--- src/rtl/hazard_scoreboard_pkg.sv ---
// Shared pipeline types for the hazard scoreboard: tracker entry layout and
// the forwarding-select encoding.
package hazard_scoreboard_pkg;

  // Tags are stored zero-extended to TAG_MAX bits so the entry type is fixed-width.
  localparam int TAG_MAX     = 8;
  localparam int FWD_REGFILE = 0;

  typedef struct packed {
    logic               valid;
    logic [TAG_MAX-1:0] dest;
    logic               is_load;
  } entry_t;

  localparam entry_t ENTRY_BUBBLE = '{valid: 1'b0, dest: '0, is_load: 1'b0};

endpackage

--- src/rtl/hazard_match.sv ---
// Priority match of one source tag against the tracker; the youngest
// (lowest-index) matching entry wins.
module hazard_match
  import hazard_scoreboard_pkg::*;
#(
  parameter int DEPTH = 2,
  parameter int SEL_W = $clog2(DEPTH + 1)
) (
  input  entry_t [DEPTH:1]    entries,
  input  logic [TAG_MAX-1:0]  src,
  input  logic                en,
  output logic                hit,
  output logic [SEL_W-1:0]    sel,
  output logic                is_load
);

  always_comb begin
    hit     = 1'b0;
    sel     = SEL_W'(FWD_REGFILE);
    is_load = 1'b0;
    // Scan oldest to youngest so the last assignment is the youngest match.
    for (int k = DEPTH; k >= 1; k--) begin
      if (en && entries[k].valid && (entries[k].dest == src)) begin
        hit     = 1'b1;
        sel     = SEL_W'(k);
        is_load = entries[k].is_load;
      end
    end
  end

endmodule

--- src/rtl/hazard_scoreboard.sv ---
// RAW hazard scoreboard: tracks in-flight writers past decode and produces
// stall and operand-forwarding selects for the instruction in ID.
module hazard_scoreboard
  import hazard_scoreboard_pkg::*;
#(
  parameter int  REG_BITS   = 4,
  parameter int  DEPTH      = 2,
  parameter int  FORWARD_EN = 1,
  parameter int  LOAD_READY = 2,
  localparam int SEL_W      = $clog2(DEPTH + 1)
) (
  input  logic                clk,
  input  logic                rst,
  input  logic                id_valid,
  input  logic [REG_BITS-1:0] id_src1,
  input  logic [REG_BITS-1:0] id_src2,
  input  logic                id_has_two_src,
  input  logic                id_wb_en,
  input  logic                id_mem_r_en,
  input  logic [REG_BITS-1:0] id_dest,
  input  logic                flush,
  output logic                stall,
  output logic [SEL_W-1:0]    fwd_sel1,
  output logic [SEL_W-1:0]    fwd_sel2,
  output logic [SEL_W-1:0]    inflight_cnt,
  output logic [15:0]         stall_cycles
);

  localparam logic [SEL_W-1:0] LOAD_READY_SEL = SEL_W'(LOAD_READY);

  entry_t [DEPTH:1] ent;
  entry_t [DEPTH:1] ent_nxt;
  logic [SEL_W-1:0] cnt_nxt;
  logic             hit1, hit2, ld1, ld2, hazard;
  logic [SEL_W-1:0] sel1_m, sel2_m;

  hazard_match #(.DEPTH(DEPTH), .SEL_W(SEL_W)) u_match1 (
    .entries (ent),
    .src     (TAG_MAX'(id_src1)),
    .en      (1'b1),
    .hit     (hit1),
    .sel     (sel1_m),
    .is_load (ld1)
  );

  hazard_match #(.DEPTH(DEPTH), .SEL_W(SEL_W)) u_match2 (
    .entries (ent),
    .src     (TAG_MAX'(id_src2)),
    .en      (id_has_two_src),
    .hit     (hit2),
    .sel     (sel2_m),
    .is_load (ld2)
  );

  always_comb begin
    if (FORWARD_EN == 0) begin
      hazard = hit1 | hit2;
    end else begin
      // Load data only becomes forwardable once the load reaches LOAD_READY.
      hazard = (hit1 && ld1 && (sel1_m < LOAD_READY_SEL)) ||
               (hit2 && ld2 && (sel2_m < LOAD_READY_SEL));
    end
  end

  assign stall    = hazard & id_valid & ~flush;
  assign fwd_sel1 = ((FORWARD_EN != 0) && !stall) ? sel1_m : SEL_W'(FWD_REGFILE);
  assign fwd_sel2 = ((FORWARD_EN != 0) && !stall) ? sel2_m : SEL_W'(FWD_REGFILE);

  always_comb begin
    ent_nxt = '0;
    for (int k = DEPTH; k >= 2; k--) begin
      ent_nxt[k] = ent[k-1];
    end
    ent_nxt[1] = ENTRY_BUBBLE;
    if (id_valid && id_wb_en && !stall && !flush) begin
      ent_nxt[1] = '{valid: 1'b1, dest: TAG_MAX'(id_dest), is_load: id_mem_r_en};
    end
    cnt_nxt = '0;
    for (int k = 1; k <= DEPTH; k++) begin
      cnt_nxt = cnt_nxt + SEL_W'(ent_nxt[k].valid);
    end
  end

  always_ff @(posedge clk or negedge rst) begin
    if (!rst) begin
      ent          <= '0;
      inflight_cnt <= '0;
      stall_cycles <= '0;
    end else begin
      ent          <= ent_nxt;
      inflight_cnt <= cnt_nxt;
      if (stall && (stall_cycles != 16'hFFFF)) begin
        stall_cycles <= stall_cycles + 16'd1;
      end
    end
  end

endmodule

--- config.mk ---
export PLATFORM = sky130hd
export DESIGN_NAME = hazard_scoreboard
export DESIGN_NICKNAME = d
export VERILOG_FILES = /design/src/rtl/hazard_scoreboard_pkg.sv /design/src/rtl/hazard_match.sv /design/src/rtl/hazard_scoreboard.sv
export SDC_FILE = /design/constraint.sdc
export NUM_CORES = 1
export LEC_CHECK = 0
export CAP_MARGIN = 20
export CORE_UTILIZATION = 51
export CTS_CLUSTER_SIZE = 8
export DETAILED_ROUTE_END_ITERATION = 12
export HOLD_SLACK_MARGIN = 0.1
export PLACE_DENSITY_LB_ADDON = 0.25
export SLEW_MARGIN = 0
export SYNTH_ARGS = -nofsm -noshare
export SYNTH_HDL_FRONTEND = slang
export SYNTH_SLANG_ARGS = --single-unit
--- constraint.sdc ---
create_clock -name clk -period 3.05 [get_ports clk]
set_input_delay 0.61 -clock clk [delete_from_list [all_inputs] [get_ports clk]]
set_output_delay 0.61 -clock clk [all_outputs]
set_load 0.01 [all_outputs]
==> results_dict.tcl <==
set metrics [dict create \
    busiest_layer "met2" \
    synth-compound-area-share_pct 5.05 \
    p_leak_nw 0.972 \
    area_delta_synth_final_pct 41.6 \
    first_global_vias 1308 \
    synth-seq-cells 29 \
    slew_headroom_pct 70.2 \
    criticalPathCategory "in -> out" \
    fp.dieW_um 56.0 \
    syn_inst 132 \
    worst-r2r-cell-count 7 \
    synthSimpleGateAreaFrac_pct 26.4 \
    drtPass1Iterations 4 \
    ioPinCount 42 \
    num_rows 19 \
    drv_cap 0 \
    p_seq_share_pct 55.3 \
    dpl.hpwl_um 2480 \
    cp_top_family "buffers and inverters" \
    cts_root_buf "clkbuf_4" \
    tritoncts "done" \
    placed_area_sq_um 2030 \
    synth_top_family_by_area "simple AND/OR/NAND/NOR gates" \
    drv_slew 0 \
    synth-edff-count 0 \
    antenna_found_initial 0 \
    reg2reg_to "stall_cycles[1]" \
    fin_crit_ps 2950 \
    hold_viol 0 \
    grt_util_met2_pct 40.8 \
    ys_warn_count 0 \
    grtUsageMet3_pct 7.91 \
    worst_pin_slew_ps 444 \
    wire_per_inst_um 15.1 \
    post_drt_via_cell_ratio 5.52 \
    cts_made_buffers 5 \
    synth_seq_area_share_pct 48.8 \
    worstPathMaxFanout 2 \
    reg2reg_from "ent[3]" \
    cp.arrival_ps 2340 \
    peakVddDrop_mv 0.474 \
    swShare_pct 23.8 \
    grt_max_degree 30 \
    end_kind "output port" \
    nNetsFinal 213 \
    mostFrequentLayoutCells "clkdlybuf4s50_1, dfrtp_1, xnor2_1, buf_4, nand3_1" \
    num_vias 1237 \
    cts_max_path_buffers 2 \
    pwr-share-clk_pct 33.6 \
    hold_path_end "ent[12]" \
    globalRouteMet1Util_pct 29.6 \
    cp.buffers_inverters 2 \
    whs_ps 463 \
    rrSetupSlack_ps 930 \
    hold_path.class "reg -> reg" \
    die_h_um 56.0 \
    synth_mux_area_share_pct 0.757 \
    coreArea_sq_um 2760 \
    p_sw_uw 170 \
    port_buffers 41 \
    fmax_mhz 339 \
    detail_route.iter0.violations 40 \
    place_ws_ps -306 \
    cp-start-kind "input pin" \
    start_util_pct 53.9 \
    synth.avg_cell_area_sq_um 11.3 \
    p_int_uw 544 \
    fillers 196 \
    syn_nets 152 \
    path_cells "clkdlybuf4s50_1, xor2_1, nor3_2, and3_1, a2111oi_2, dlygate4sd2_1" \
    drive_gt1_share_pct 19.7 \
    grt_pass1_wl_um 5810 \
    min_delay_path_depth 0 \
    design.die.area_sq_um 3140 \
    rsz0062_at_grt "false" \
    clock-sinks 29 \
    clkLatencyLatePin_ps 340 \
    grt-ovfl-total 0 \
    cpMaxStageDelayCell "clkdlybuf4s50_1" \
    status "finished, final reports clean" \
    worstPathRequired_ps 2440 \
    diodes 0 \
    setup_viol 0 \
    synthDistinctLibCells 31 \
    clk_pin_slew_ps 80 \
    finalClockSkew_ps 8.38 \
    drc_errors 0 \
    synth_xor_area_share_pct 17.7 \
    ant_nets 0 \
    design_area_sq_um 2110 \
    grtUsageTotal_pct 24.5 \
    fin_ws_ps 96.3 \
    async_reset_ff_share_pct 100 \
    synth_fa_ha_area_share_pct 0.841 \
    place_congestion 0.915 \
    totalWireLength_um 3390 \
    p_per_area_nw_per_um2 339 \
    min_period_over_period_pct 96.8 \
    syn_area_sq_um 1490 \
    final_common_cell "clkdlybuf4s50_1" \
    post_cts_buffers 0 \
    min_from "ent[2]" \
    power_uw 715 \
    cpPeakStageDelay_ps 500 \
    synth_ff_type "dfrtp_1" \
    power_frac_comb_pct 11.1 \
    htree_levels 2 \
]
-- power groups by stage --
stage	logic (mW)	clock network, mW	registers [mW]
4_1_cts	0.0789	0.245	0.395
2_1_floorplan	0.0230	0	0.402
5_1_grt	0.0859	0.259	0.396
3_3_place_gp	0.0756	0	0.402
6_report	0.0792	0.240	0.395
3_5_place_dp	0.0779	0	0.402
-- worst max path at each step --
stage / start / endpoint / slack, ps / depth (start not counted)
floorplan: id_src2[2] / fwd_sel1[1] / 690 / 4
global placement: id_src2[2] / fwd_sel1[1] / -160 / 6
detailed placement: id_src1[1] / fwd_sel2[1] / -310 / 6
CTS: id_src2[2] / fwd_sel2[0] / 20 / 7
global route: id_src1[3] / fwd_sel2[1] / 30 / 6
finish: id_src1[3] / fwd_sel2[1] / 100 / 6
-- stage by stage --
stage | util [%] | TNS [ps] | cells
after CTS | 76.0 | 0 | 224
after detailed placement | 73.8 | -584 | 217
after global placement | 73.8 | -359 | 217
final | 76.4 | 0 | 224
after floorplan | - | 0 | 132
after global routing | 76.4 | 0 | 224
-- cells in the mapped netlist (2+ instances only) --
master	instances	area share [%]
and3_1	2	0.84
nor2_1	6	1.5
nand3_1	12	4.0
nand2_1	11	2.8
nand3_2	2	1.3
a21oi_1	3	1.0
nand4_1	3	1.3
dfrtp_1	29	49
and2_1	7	2.9
nor3_2	2	1.3
and4_1	2	1.2
or2_2	2	0.84
a2111oi_0	2	1.2
nor3_1	4	1.3
xnor2_1	19	11
xor2_1	11	6.5
-- registers in the layout (all words and copies together), names as in the netlist --
signal / count
ent: 11
inflight_cnt: 2
stall_cycles: 16
-- what timing repair did --
action / 4_1_cts / 5_1_grt
endpoints found under the setup margin: 3 / 3
pin swaps: 1 / 1
gates resized for setup: 6 / 4
hold buffers: 0 / 0
-- layout make-up --
class,count,area (sq um),share of cell area (%)
multi-input combinational,102,771,36.6
sequential,29,726,34.4
timing repair buffer,55,517,24.5
clock buffer,7,55.1,2.61
tap,31,38.8,1.84
-- layer usage --
layer  part of all wire [%]  wire length (um)
met1                     42              1430
met4                    2.8                95
met5                      0                 0
met2                     50              1690
met3                    5.0               170
-- cells by family after synthesis --
logic type | after synthesis
multiplexers | 1
XOR/XNOR | 30
flip-flops | 29
AND/OR/NAND/NOR | 61
AO/OA/AOI/OAI | 9
adder cells (fa/ha/maj) | 1
buffers and inverters | 1
No activity file was read; power rests on OpenSTA's default activity.
